**src/rtl/uart8_rx_fifo.sv**
```systemverilog
// ---------------------------------------------------------------------------
// uart8_rx_fifo
//
// Receive-side byte buffer placed directly behind the 8-bit UART receiver,
// running on the receiver's oversample clock. Each byte is captured on the
// receiver's one-cycle done pulse into a first-word-fall-through FIFO. The
// head byte is offered to the consumer on a valid/ready stream. The block
// also keeps sticky overrun/framing flags, a saturating error counter and an
// almost-full level that can drive RTS-style flow control.
//
// Parameters
//   ADDR_WIDTH   FIFO depth is 2**ADDR_WIDTH (legal 1..8)
//   AFULL_LEVEL  almostFull asserts when count >= AFULL_LEVEL
//                (legal 1..2**ADDR_WIDTH)
//
// Ports
//   clk         in   sole clock (receiver oversample clock)
//   rstn        in   asynchronous active-low reset
//   clear       in   synchronous flush of the FIFO contents
//   rxData      in   [7:0] byte from the receiver
//   rxDone      in   one-cycle pulse, rxData valid in the same cycle
//   rxErr       in   one-cycle framing error pulse from the receiver
//   outData     out  [7:0] head byte, 8'h00 when empty
//   outValid    out  FIFO holds at least one byte
//   outReady    in   consumer takes the head when outValid && outReady
//   count       out  [ADDR_WIDTH:0] occupancy, 0..DEPTH
//   empty       out  count == 0
//   full        out  count == DEPTH
//   almostFull  out  count >= AFULL_LEVEL
//   overrun     out  sticky: a byte was dropped because the FIFO was full
//   frameErr    out  sticky: rxErr was seen
//   errCount    out  [7:0] saturating count of rxErr pulses
//   errClear    in   synchronous clear of overrun, frameErr and errCount
// ---------------------------------------------------------------------------
module uart8_rx_fifo #(
    parameter int ADDR_WIDTH  = 4,
    parameter int AFULL_LEVEL = 14
) (
    input  logic                  clk,
    input  logic                  rstn,
    input  logic                  clear,
    input  logic [7:0]            rxData,
    input  logic                  rxDone,
    input  logic                  rxErr,
    output logic [7:0]            outData,
    output logic                  outValid,
    input  logic                  outReady,
    output logic [ADDR_WIDTH:0]   count,
    output logic                  empty,
    output logic                  full,
    output logic                  almostFull,
    output logic                  overrun,
    output logic                  frameErr,
    output logic [7:0]            errCount,
    input  logic                  errClear
);

    localparam int                  DEPTH   = 1 << ADDR_WIDTH;
    localparam int                  PTR_W   = ADDR_WIDTH + 1;
    localparam logic [ADDR_WIDTH:0] C_DEPTH = PTR_W'(DEPTH);
    localparam logic [ADDR_WIDTH:0] C_AFULL = PTR_W'(AFULL_LEVEL);
    localparam logic [7:0]          C_SAT   = 8'hFF;

    // Storage and pointers. Pointers carry one extra bit so that full and
    // empty are distinguishable while the address bits are equal.
    logic [7:0]          r_mem [DEPTH];
    logic [ADDR_WIDTH:0] r_wr_ptr;
    logic [ADDR_WIDTH:0] r_rd_ptr;

    // Sticky status and error counter.
    logic                r_overrun;
    logic                r_frame_err;
    logic [7:0]          r_err_count;

    // Combinational decode.
    logic [ADDR_WIDTH:0] w_count;
    logic                w_empty;
    logic                w_full;
    logic                w_pop;
    logic                w_push;
    logic                w_drop;
    logic [7:0]          w_head;

    // -----------------------------------------------------------------------
    // Occupancy and status flags
    // -----------------------------------------------------------------------
    // Modulo subtraction of the wrapped pointers gives occupancy directly.
    assign w_count = r_wr_ptr - r_rd_ptr;
    assign w_empty = (w_count == '0);
    assign w_full  = (w_count == C_DEPTH);

    // -----------------------------------------------------------------------
    // Push / pop / drop decode
    // -----------------------------------------------------------------------
    always_comb begin
        // NOTE: every signal assigned here gets a default first, so no path
        // through the block leaves it unassigned and no latch is inferred.
        w_pop  = 1'b0;
        w_push = 1'b0;
        w_drop = 1'b0;

        if (!clear) begin
            w_pop = !w_empty && outReady;
            if (rxDone) begin
                // A pop in the same cycle frees a slot, so a full FIFO can
                // still accept the incoming byte.
                if (!w_full || w_pop) begin
                    w_push = 1'b1;
                end else begin
                    w_drop = 1'b1;
                end
            end
        end
    end

    // -----------------------------------------------------------------------
    // Pointer update
    // -----------------------------------------------------------------------
    always_ff @(posedge clk or negedge rstn) begin
        if (!rstn) begin
            // NOTE: sequential state uses non-blocking assignments so every
            // register samples the pre-edge values, independent of ordering.
            r_wr_ptr <= '0;
            r_rd_ptr <= '0;
        end else if (clear) begin
            r_wr_ptr <= '0;
            r_rd_ptr <= '0;
        end else begin
            if (w_push) begin
                r_wr_ptr <= r_wr_ptr + 1'b1;
            end
            if (w_pop) begin
                r_rd_ptr <= r_rd_ptr + 1'b1;
            end
        end
    end

    // -----------------------------------------------------------------------
    // Storage
    // -----------------------------------------------------------------------
    // NOTE: the array has no reset; its contents are unobservable until
    // written because outData is forced to zero while the FIFO is empty.
    // Leaving it unreset lets it map onto plain flops or distributed RAM.
    always_ff @(posedge clk) begin
        if (w_push) begin
            r_mem[r_wr_ptr[ADDR_WIDTH-1:0]] <= rxData;
        end
    end

    // First-word-fall-through: the head is read combinationally.
    assign w_head = r_mem[r_rd_ptr[ADDR_WIDTH-1:0]];

    // -----------------------------------------------------------------------
    // Sticky flags and saturating error counter
    // -----------------------------------------------------------------------
    // A set event in the same cycle as errClear wins over the clear.
    always_ff @(posedge clk or negedge rstn) begin
        if (!rstn) begin
            r_overrun   <= 1'b0;
            r_frame_err <= 1'b0;
            r_err_count <= 8'h00;
        end else begin
            if (w_drop) begin
                r_overrun <= 1'b1;
            end else if (errClear) begin
                r_overrun <= 1'b0;
            end

            if (rxErr) begin
                r_frame_err <= 1'b1;
            end else if (errClear) begin
                r_frame_err <= 1'b0;
            end

            if (errClear) begin
                r_err_count <= rxErr ? 8'h01 : 8'h00;
            end else if (rxErr && (r_err_count != C_SAT)) begin
                r_err_count <= r_err_count + 8'h01;
            end
        end
    end

    // -----------------------------------------------------------------------
    // Outputs
    // -----------------------------------------------------------------------
    assign outData    = w_empty ? 8'h00 : w_head;
    assign outValid   = !w_empty;
    assign count      = w_count;
    assign empty      = w_empty;
    assign full       = w_full;
    assign almostFull = (w_count >= C_AFULL);
    assign overrun    = r_overrun;
    assign frameErr   = r_frame_err;
    assign errCount   = r_err_count;

endmodule

```
**config.mk**
```make
export PLATFORM = sky130hd
export DESIGN_NAME = uart8_rx_fifo
export DESIGN_NICKNAME = d
export VERILOG_FILES = /design/src/rtl/uart8_rx_fifo.sv
export SDC_FILE = /design/constraint.sdc
export NUM_CORES = 1
export LEC_CHECK = 0
export ABC_AREA = 1
export CAP_MARGIN = 20
export CORE_ASPECT_RATIO = 0.6
export CORE_MARGIN = 2
export CORE_UTILIZATION = 45
export DETAILED_ROUTE_END_ITERATION = 6
export GPL_TIMING_DRIVEN = 1
export SYNTH_ARGS = -nofsm -noshare
export SYNTH_HDL_FRONTEND = slang
export SYNTH_SLANG_ARGS = --single-unit
```
**constraint.sdc**
```tcl
create_clock -name clk -period 4.1 [get_ports clk]
set_input_delay 0.82 -clock clk [delete_from_list [all_inputs] [get_ports clk]]
set_output_delay 0.82 -clock clk [all_outputs]
set_load 0.005 [all_outputs]
```
==> run_results.csv <==
group,metric,value,unit
floorplanning,fp-row-count,34,
clocking,clockBufferDepth,2,
global_route,first_global_vias,4396,
cells_and_area,final_cell_mix,"nand2_1 (172), edfxtp_1 (128), nor2_1 (75)",
timing,tightestPinTransition,782,ps
timing,tns,0,ps
drt,dr.pass1.iters,5,
run,max_cap_viol_count,0,
cells_and_area,antennaDiodeCount,0,
drt,vias_per_cell,5.25,
power,leakagePower,0.00306,uW
floorplanning,initial_core_util,0.459,
global_route,grt_overflow,0,
power,max-vdd-ir-drop,275,uV
cells_and_area,fin_cells,886,
yosys,syn_area,6620,sq um
yosys,ys_warn_count,0,
floorplanning,pin_count,42,
yosys,syn_nets,652,
drt,routed_wl,15900,um
drt,vias,4654,
cells_and_area,seq_area,4350,sq um
timing,fmax,257,MHz
floorplanning,die_h,97.9,um
cells_and_area,area_delta_synth_final,18.7,%
placed_design,gp_congestion,0.837,
yosys,postSynthAreaPerCell,10.6,sq um
cells_and_area,finalNetCount,701,
timing,fin_worst_skew,10.2,ps
yosys,ys_ff_latch,148,
placed_design,dpl.hpwl,10500,um
timing,slew_headroom,0.476,
timing,maxSlewViolCount,0,
global_route,grt_max_degree,66,
clocking,cts.sinks,148,
drt,drtIter0Drc,457,
cells_and_area,layout_commonest_cell,"nand2_1",
global_route,grt.total_usage,0.211,
clocking,cts_setup_buffers,0,
worst_hold_path,hp-class,"reg -> reg",
placed_design,port_buffers,41,
drt,routedWlPerCell,17.9,um
worst_setup_path,arrival,3070,ps
timing,setup_viol,0,
timing,rsz0062_at_grt,"no",
worst_setup_path,crit_type,"reg -> out",
run_status,status,"finished clean",
worst_setup_path,worst_setup_path_start_kind,"flip-flop",
cells_and_area,fill_cells,1227,
clocking,htree_num_levels,4,
clocking,cts_root_buf,"clkbuf_16",
placed_design,dp_cells,853,
clocking,clk_pin_slew,60,ps
worst_setup_path,end_kind,"output port",
floorplanning,dieArea,15700,sq um
timing,hold_viol,0,
yosys,synth_cell_types,30,
clocking,cts_tree,"done",
worst_setup_path,required,3280,ps
worst_setup_path,r2r_cells,9,
cells_and_area,drive_above_1_share,0.0872,
clocking,cts_buffers,17,
drt,ant_nets,0,
yosys,ys_seq_area_frac,0.656,
worst_setup_path,cp_max_fo,15,
global_route,grt_pass1_wl,24700,um
floorplanning,die_w,161,um
timing,period_needed,3890,ps
power,power_density,583,nW/um^2
yosys,syn_inst,626,
worst_hold_path,holdPathStages,1,
floorplanning,core,14400,sq um
timing,fin_crit_sh,0.949,
clocking,insertion_delay,420,ps
global_route,antenna_found_initial,0,
cells_and_area,multi_input_area,1990,sq um
drt,drc_errors,0,
kinds of logic after synthesis:
| logic type | Yosys count | synth area share |
|---|---|---|
| AO/OA/AOI/OAI | 79 | 0.0665 |
| XOR/XNOR | 9 | 0.0130 |
| adder cells (fa/ha/maj) | 11 | 0.0219 |
| buffers and inverters | 67 | 0.0431 |
| flip-flops | 148 | 0.656 |
| AND/OR/NAND/NOR | 312 | 0.199 |
routing by layer:
| layer | global-route usage | up-vias | share of wire |
|---|---|---|---|
| met4 | 0.0638 | 0 | 0.0098 |
| met5 | 0 | - | 0 |
| met3 | 0.0429 | 15 | 0.068 |
| met2 | 0.299 | 142 | 0.43 |
| li1 | - | 2240 | - |
| met1 | 0.326 | 2257 | 0.49 |
sequential cells by signal, summed over array words and instances, names as in the netlist:
signal / count
errCount: 8
r_rd_ptr: 5
frameErr: 1
overrun: 1
r_wr_ptr: 5
r_mem: 128
power breakdown:
| group | internal, uW | switching [uW] | total [uW] |
|---|---|---|---|
| Clock | 836 | 589 | 1430 |
| Combinational | 570 | 892 | 1460 |
| Sequential | 1670 | 26.1 | 1700 |
layout make-up:
class                   count  share of cell area
flip-flops and latches    148               0.553
multi-input cells         411               0.253
repair buffers             60              0.0745
clock buffers              21              0.0560
well taps                 198              0.0315
inverters                  37              0.0185
clock inverters            11              0.0132
path summary, 6_finish.rpt:
kind / start / to / slack (ps)
worst max-delay path: r_wr_ptr[0] / outData[6] / 210
worst max register to register: r_wr_ptr[0] / r_mem[10][3] / 1030
worst min-delay path: frameErr / frameErr / 480
worst min register to register: frameErr / frameErr / 480
max in group asynchronous: rstn / r_rd_ptr[2] / 3060
min in group asynchronous: rstn / r_rd_ptr[4] / 650
synthesized netlist by cell type:
library cell	count	area share
nand3b_1	1	0.0011
o21ai_0	25	0.019
o211ai_1	1	0.0011
clkbuf_1	9	0.0051
fa_1	1	0.0030
clkinv_1	2	0.0011
a22oi_1	16	0.018
ha_1	10	0.019
buf_1	6	0.0034
edfxtp_1	128	0.58
buf_6	2	0.0034
a21oi_1	36	0.027
nand3_4	1	0.0026
inv_4	1	0.00095
nor2_4	2	0.0034
dfrtp_1	20	0.076
nand4_4	1	0.0032
a21o_1	1	0.0011
nor3_1	2	0.0015
xor2_1	7	0.0093
xnor2_1	1	0.0013
xnor2_2	1	0.0025
nand4_1	13	0.012
nor2_1	75	0.043
nand2_1	172	0.098
inv_1	33	0.019
nand2_2	4	0.0038
buf_2	13	0.0098
inv_2	1	0.00057
nand3_1	41	0.031
per-stage QoR:
step / setup slack, ps / utilization / power [uW] / cell area [sq um] / hold WS (ps)
CTS: 38.2 / 0.543 / 4610 / 7830 / 483
global placement: 594 / 0.505 / 3160 / 7280 / 463
finish: 208 / 0.545 / 4580 / 7860 / 480
detailed placement: 479 / 0.505 / 3190 / 7280 / 470
floorplan: 1310 / - / 2560 / 6620 / 476
global route: 41.0 / 0.545 / 4820 / 7860 / 501
critical path: stages, from the launching register on:
cell and delay [ps]:
dfrtp_1 410, inv_1 130, ha_1 250, fa_1 430
nand3b_1 210, nand2_1 90, nand2_1 60, nand2_2 140
nor2_4 70, inv_4 160, nand3_1 90, nor2_1 100
clkdlybuf4s50_1 510
repair_timing:
item	4_1_cts	5_1_grt
hold buffers	0	0
gates resized for setup	0	2
setup endpoints to repair	0	9
(Power assumes the default switching activity.)
